**src/rtl/hfrv_retire_trace.sv**
```systemverilog
`default_nettype none
// ============================================================================
// Module   : hfrv_retire_trace
// Purpose  : Retirement trace FIFO feeding the verification monitor stream;
//            overflow drops records (counted) instead of stalling the core.
// Revision : 1.0
// ============================================================================
module hfrv_retire_trace #(
    parameter int DEPTH = 8,
    parameter int SEQ_W = 16,
    parameter int CNT_W = 16
) (
    input  logic                     clk,
    input  logic                     reset_n,
    input  logic                     trace_en,
    input  logic                     retire_valid,
    input  logic [31:0]              retire_pc,
    input  logic [31:0]              retire_instr,
    input  logic [4:0]               retire_rd,
    input  logic                     retire_we,
    input  logic [31:0]              retire_wdata,
    output logic                     out_valid,
    input  logic                     out_ready,
    output logic [SEQ_W-1:0]         out_seq,
    output logic [31:0]              out_pc,
    output logic [31:0]              out_instr,
    output logic [4:0]               out_rd,
    output logic                     out_we,
    output logic [31:0]              out_wdata,
    output logic                     overflow,
    input  logic                     overflow_clr,
    output logic [CNT_W-1:0]         drop_count,
    output logic [$clog2(DEPTH):0]   level
);

    localparam int              c_aw      = $clog2(DEPTH);
    localparam int              c_rec_w   = SEQ_W + 32 + 32 + 5 + 1 + 32;
    localparam logic [CNT_W-1:0] c_cnt_max = {CNT_W{1'b1}};

    logic [c_rec_w-1:0] r_mem [DEPTH];
    logic [c_aw:0]      r_wptr;
    logic [c_aw:0]      r_rptr;
    logic [SEQ_W-1:0]   r_seq;
    logic               r_overflow;
    logic [CNT_W-1:0]   r_drop_count;

    logic               w_capture;
    logic               w_empty;
    logic               w_full;
    logic               w_pop;
    logic               w_push;
    logic               w_drop;
    logic               w_we_norm;
    logic [c_rec_w-1:0] w_rec;
    logic [c_rec_w-1:0] w_head;

    assign w_capture = trace_en && retire_valid;
    assign w_empty   = (r_wptr == r_rptr);
    assign w_full    = (r_wptr[c_aw-1:0] == r_rptr[c_aw-1:0]) &&
                       (r_wptr[c_aw] != r_rptr[c_aw]);
    assign w_pop     = !w_empty && out_ready;
    // A full FIFO still accepts the new record when the head leaves this cycle.
    assign w_push    = w_capture && (!w_full || w_pop);
    assign w_drop    = w_capture && w_full && !w_pop;

    // Writes to x0 are architecturally invisible, so they are recorded as no-writes.
    assign w_we_norm = retire_we && (retire_rd != 5'd0);
    assign w_rec     = {r_seq, retire_pc, retire_instr, retire_rd, w_we_norm,
                        w_we_norm ? retire_wdata : 32'd0};

    always_ff @(posedge clk) begin
        if (reset_n && w_push) begin
            r_mem[r_wptr[c_aw-1:0]] <= w_rec;
        end
    end

    always_ff @(posedge clk) begin
        if (!reset_n) begin
            r_wptr       <= '0;
            r_rptr       <= '0;
            r_seq        <= '0;
            r_overflow   <= 1'b0;
            r_drop_count <= '0;
        end else begin
            if (w_push) begin
                r_wptr <= r_wptr + 1'b1;
            end
            if (w_pop) begin
                r_rptr <= r_rptr + 1'b1;
            end
            if (w_capture) begin
                r_seq <= r_seq + 1'b1;
            end
            if (w_drop) begin
                r_overflow <= 1'b1;
                if (overflow_clr) begin
                    r_drop_count <= {{(CNT_W-1){1'b0}}, 1'b1};
                end else if (r_drop_count != c_cnt_max) begin
                    r_drop_count <= r_drop_count + 1'b1;
                end
            end else if (overflow_clr) begin
                r_overflow   <= 1'b0;
                r_drop_count <= '0;
            end
        end
    end

    assign w_head = r_mem[r_rptr[c_aw-1:0]];
    assign {out_seq, out_pc, out_instr, out_rd, out_we, out_wdata} = w_head;

    assign out_valid  = !w_empty;
    assign overflow   = r_overflow;
    assign drop_count = r_drop_count;
    assign level      = r_wptr - r_rptr;

endmodule
`default_nettype wire

```
**config.mk**
```make
export PLATFORM = sky130hd
export DESIGN_NAME = hfrv_retire_trace
export DESIGN_NICKNAME = d
export VERILOG_FILES = /design/src/rtl/hfrv_retire_trace.sv
export SDC_FILE = /design/constraint.sdc
export NUM_CORES = 1
export LEC_CHECK = 0
export CORE_AREA = 2 2 392 394
export DETAILED_ROUTE_END_ITERATION = 8
export DIE_AREA = 0 0 394 396
export SLEW_MARGIN = 5
export SYNTH_ARGS = -nofsm -noshare
export SYNTH_HDL_FRONTEND = slang
export SYNTH_SLANG_ARGS = --single-unit
```
**constraint.sdc**
```tcl
create_clock -name clk -period 11.5 [get_ports clk]
set_clock_uncertainty 0.15 [all_clocks]
set_input_delay 2.3 -clock clk [delete_from_list [all_inputs] [get_ports clk]]
set_output_delay 2.3 -clock clk [all_outputs]
set_load 0.02 [all_outputs]
```
==> impl_results.md, run 1 <==
* Area Overhead vs Synth at 22.3%
* Total grt overflow at 0
* Reg clk slew, reported paths at 0.06 ns
* Clock Tree Root: clkbuf_16
* Initial antenna violation count at 5
* Post-synth net total at 1,789
* Worst-case clock buffer depth at 3
* GRT Resource Usage Total at 10.7%
* Fin crit share at 60.2%
* Mean Syn Cell Area at 22.6 µm²
* Post-Syn Instances at 1,673
* Latest clock arrival within the worst-skew pair at 0.71 ns
* Power density over the cells at 176 nW/µm²
* CTS Buf Count at 103
* Critical Path RT at 9.05 ns
* Hold Crit Depth at 2
* Max_cap viols at 0
* Routed WL at 84,500 µm
* RSZ-0062 raised after global routing: false
* Pint at 6.29 mW
* Max Fclk at 144 MHz
* Post-CTS setup buffer count at 0
* Synth Register Bits at 988
* Post-cts resize count at 0
* Antenna Nets Post-Route at 0
* Post-synth design cell area at 37,800 µm²
* Most used DFF post-synth: edfxtp_1
* Multi-input logic area at 8270 µm²
* Relative slew margins at 19.9%
* Setup-failing EPs final at 0
* Post-Layout Inst Area at 46,300 µm²
* Chip Height at 396 µm
* WL/cell at 20.7 µm
* IO Port Bufs at 247
* Final core utilization at 30.5%
* IO Pins at 248
* Min-delay worst type: flop to flop
* DP HPWL at 46,500 µm
* Via-per-instance ratio at 4.29
* Gate power share at 10.3%
* Final min period at 6.93 ns
* Post-synth EDFFs at 944
* Seq pwr share at 49.1%
* Fillcell total at 14,600
* Max VDD drop at 0.133 mV
* Storage element area at 29,200 µm²
* Vias in the first global route at 18,700
* Psw at 1.83 mW
* Worst-path maximum fanout at 43
* Sw frac at 22.5%
* Synth unique cells at 52
* Number of clock sinks at 988
* Initial Util at 25.0%
* Outcome: completed
* Critical Path Source Type: flop
* Worst Setup End Kind: primary output
* Layout cell share with drive strength beyond 1 at 26.8%
* Leak pwr at 13.7 nW
* YS warnings at 0
* CTS tree: yes
* DRC Markers at 0
* Drt initial violations at 1,268
* Most common cell after layout, fill and taps aside: edfxtp_1
* Worst reg-to-reg path cell count at 8
* Die width at 394 µm
* Asr flop ratio synth at 0%
* Most frequent cells in the layout: 944 x edfxtp_1, 247 x clkdlybuf4s50_1, 236 x mux4_2, 118 x mux2_2, 104 x clkbuf_16
* Register area share after synthesis at 77.3%
* Rows at 143
* Placeable Area at 152,000 µm²
* Hold slack at 0.325 ns
* Worst-Margin Slew at 1.19 ns
* Post-CTS Hold Fix Bufs at 0
* Ant. Diodes at 0
* Router iterations before antenna repair at 5
* Routability Congestion at 0.714
* Largest net degree at the start of global routing at 141
* Setup TNS at 0 ns
* H-tree depth at 3
* # nets final at 2,091
* Max-slew violation count at 0
* First-pass GRT wire length at 124,000 µm
* Post-DP Area at 42,800 µm²
* Final std cells w/o fill at 4,091
* Final hold violation count at 0
* Clock share of power at 40.7%
* Via count at 17,500
* Worst Path Class, Setup: flop to primary output
* Arrival time at the worst endpoint at 4.48 ns
* Die footprint at 156,000 µm²
* Placed instance count at 3,900
-- power groups by stage --
stage	Sequential, mW	Clock (mW)	Combinational, mW
3_3_place_gp	4.06	0	0.856
3_5_place_dp	4.06	0	0.855
5_1_grt	3.99	3.54	0.895
4_1_cts	3.99	3.41	0.859
6_report	3.99	3.30	0.834
2_1_floorplan	4.04	0	0.543
-- worst max-delay path, cell delays in order (launching register included) --
cell and delay [ns]:
dfxtp_4 0.81, buf_4 0.81, buf_4 0.62, mux4_2 0.57
mux2_2 0.29, clkdlybuf4s50_1 0.55
-- metal layers --
metal	track usage (%)	up-vias	routed length (µm)
met4	3.28	6	1730
li1	-	7657	-
met1	14.5	9362	38200
met3	2.68	109	4760
met5	0	-	34
met2	16.9	413	39800
-- worst paths after layout --
kind | from | end | slack [ns]
max | flop | out_wdata[5] | 4.57
min | overflow | overflow | 0.32
max reg2reg | r_wptr[0] | r_mem[2][48] | 6.88
min reg2reg | overflow | overflow | 0.32
-- stage by stage --
step / setup slack (ns) / power (mW)
after floorplan: 2.78 / 4.59
after global placement: 5.12 / 4.92
after detailed placement: 5.07 / 4.92
after CTS: 4.35 / 8.26
after global routing: 4.18 / 8.43
final: 4.57 / 8.12
-- registers in the layout, summed over array words and instances (netlist names), named ones only --
register,flops
r_seq,16
r_wptr,4
overflow,1
r_rptr,4
r_mem,944
drop_count,16
-- synthesized netlist by cell type, types with 2 or more instances --
cell,number,area share [%]
a211oi_1,2,0.040
nor4b_1,2,0.046
nand3_1,12,0.16
buf_1,8,0.079
ha_1,7,0.23
mux4_2,236,14
a31oi_1,4,0.066
and3_1,3,0.050
dfxtp_1,44,2.3
mux2i_1,5,0.13
nor2_1,28,0.28
and2_1,34,0.56
nand4_1,11,0.18
xor2_1,7,0.16
a21oi_1,16,0.21
and4_1,4,0.093
or3_1,5,0.083
buf_2,30,0.40
xnor2_1,12,0.28
nor3_1,4,0.053
clkbuf_1,40,0.40
nor4_1,5,0.083
nand3b_1,2,0.040
or4_1,9,0.18
o41ai_1,3,0.069
inv_1,11,0.11
o31ai_1,6,0.12
o311ai_0,2,0.046
a41o_1,3,0.079
nand2b_1,5,0.083
nor2b_1,3,0.050
edfxtp_1,944,75
o211ai_1,3,0.060
mux2_2,118,3.5
o21ai_0,6,0.079
nand2_1,23,0.23
-- cells by family (layout without fill, tap and decap cells) --
group / Yosys count / after routing / share of synthesized area (%)
buffers and inverters: 91 / 479 / 1.02
XOR/XNOR: 20 / 20 / 0.483
AND/OR/NAND/NOR: 158 / 158 / 2.36
flip-flops: 988 / 988 / 77.3
adder cells (fa/ha/maj): 8 / 8 / 0.285
AO/OA/AOI/OAI: 49 / 49 / 0.860
multiplexers: 359 / 359 / 17.7
-- cell type report --
| cell class | count | share of cell area, % |
|---|---|---|
| clock inverters | 68 | 1.52 |
| inverters | 12 | 0.0974 |
| well taps | 2030 | 5.49 |
| flip-flops and latches | 988 | 63.2 |
| multi-input cells | 594 | 17.9 |
| clock buffers | 123 | 5.87 |
| repair buffers | 276 | 5.92 |
No activity file was read; power rests on OpenSTA's default activity.
==> run 2, diff against run 1 <==
clock period = 6.4 ns   (was 11.5 ns; I/O delays follow)
==> impl_results.md, run 2 (same netlist as run 1, synthesis figures left out) <==
* Post-Place Worst Slack at 1.69 ns
* Chip Height at 396 µm
* Die footprint at 156,000 µm²
* Relative slew margins at 35.7%
* Hold path start: overflow
* Leak pwr at 13.7 nW
* Worst-path maximum fanout at 62
* Worst Path Class, Setup: flop to primary output
* Setup-failing EPs final at 0
* Power density over the cells at 314 nW/µm²
* Arrival time at the worst endpoint at 3.51 ns
* Hold slack at 0.339 ns
* Max VDD drop at 0.203 mV
* Routability Congestion at 0.709
* Most common cell after layout, fill and taps aside: edfxtp_1
* Via count at 17,600
* Worst R2R End: r_mem[5][34]
* DP HPWL at 45,900 µm
* Die width at 394 µm
* Critical Path Source Type: flop
* CTS Buf Count at 107
* Antenna Nets Post-Route at 0
* Outcome: completed
* Drt initial violations at 1,109
* Worst-Margin Slew at 0.965 ns
* Clock Tree Root: clkbuf_16
* Reg clk slew, reported paths at 0.06 ns
* R2R Path Start: r_wptr[0]
* Largest net degree at the start of global routing at 117
* Worst reg-to-reg path cell count at 7
* Latest clock arrival within the worst-skew pair at 0.73 ns
* Hold Crit Depth at 2
* Max Fclk at 202 MHz
* H-tree depth at 3
* Max_cap viols at 0
* IO Port Bufs at 247
* Post-cts resize count at 0
* Via-per-instance ratio at 4.28
* CTS tree: yes
* Vias in the first global route at 18,800
* Post-CTS Hold Fix Bufs at 0
* IO Pins at 248
* Total grt overflow at 0
* GRT Resource Usage Total at 10.7%
* Final hold violation count at 0
* Worst Setup End Kind: primary output
* Routed WL at 83,600 µm
* Hold EP: overflow
* Rows at 143
* Layout cell share with drive strength beyond 1 at 26.6%
* Largest register FFs at 944
* Most frequent cells in the layout: 944 x edfxtp_1, 247 x clkdlybuf4s50_1, 236 x mux4_2, 118 x mux2_2, 107 x clkbuf_16
* Post-CTS setup buffer count at 0
* Min-delay worst type: flop to flop
* WL/cell at 20.4 µm
* Area Overhead vs Synth at 23.1%
* Number of clock sinks at 988
* DRC Markers at 0
* Worst setup margin at 1.46 ns
* Initial antenna violation count at 7
* Max-slew violation count at 0
* Initial Util at 25.0%
* Critical Path RT at 4.97 ns
* Placeable Area at 152,000 µm²
* Router iterations before antenna repair at 5
* Worst-case clock buffer depth at 3
* Fin crit share at 77.2%
* FF-to-FF setup slack at 2.54 ns
* Post-Layout Inst Area at 46,600 µm²
* First-pass GRT wire length at 124,000 µm
* Final min period at 4.94 ns
* Post-DP Area at 43,100 µm²
* RSZ-0062 raised after global routing: false
* # nets final at 2,101
## run 2: cell count changes in the layout (fill, tap and decap cells not counted), sizes merged
cell,delta
clkbuf,+16
buf,+6
clkinv,-14
inv,+2
diode,+2
clkinvlp,+4
bufinv,-2
## run 2: power breakdown
group	leakage (nW)	switching [mW]	internal (mW)
combinational	3.32	0.712	0.790
sequential	8.79	0.0406	7.11
clock	1.62	2.56	3.41
total	13.7	3.31	11.3
## run 2: area by class of cell
type / instances / area [µm²]
fill: 14600 / 105000
sequential: 988 / 29200
multi-input combinational: 594 / 8280
timing repair buffer: 282 / 3040
clock buffer: 139 / 2820
tap: 2030 / 2540
clock inverter: 58 / 594
inverter: 12 / 45.0
antenna: 2 / 5.00
## run 2: worst max path at each step
stage               from  cells after the start            to
4_1_cts             flop                      4        out_we
3_3_place_gp   out_ready                      6  r_mem[5][65]
2_1_floorplan  out_ready                      4   r_mem[7][0]
6_report            flop                      4     out_pc[3]
5_1_grt             flop                      4    out_pc[10]
3_5_place_dp   out_ready                      6  r_mem[5][34]
## run 2: per-stage QoR
stage                     util (%)  cells  TNS (ns)  total power, mW
after floorplan                  -   1673  -1117.38             8.24
after global placement        28.5   3906         0             8.83
after detailed placement      28.5   3906         0             8.83
after CTS                     30.7   4103         0             14.9
after global routing          30.7   4103         0             15.2
final                         30.7   4105         0             14.6
## run 2: routing by layer
| metal | routed length, µm | GRT usage, % |
|---|---|---|
| met5 | 77 | 0 |
| met4 | 1780 | 3.45 |
| met3 | 4140 | 2.37 |
| met2 | 40100 | 17.1 |
| met1 | 37500 | 14.3 |
## run 2: worst max-delay path, stage by stage, from the launching register on
cell             delay, ns
dfxtp_4               0.74
buf_12                0.42
mux4_2                0.58
mux2_2                0.30
clkdlybuf4s50_1       0.54
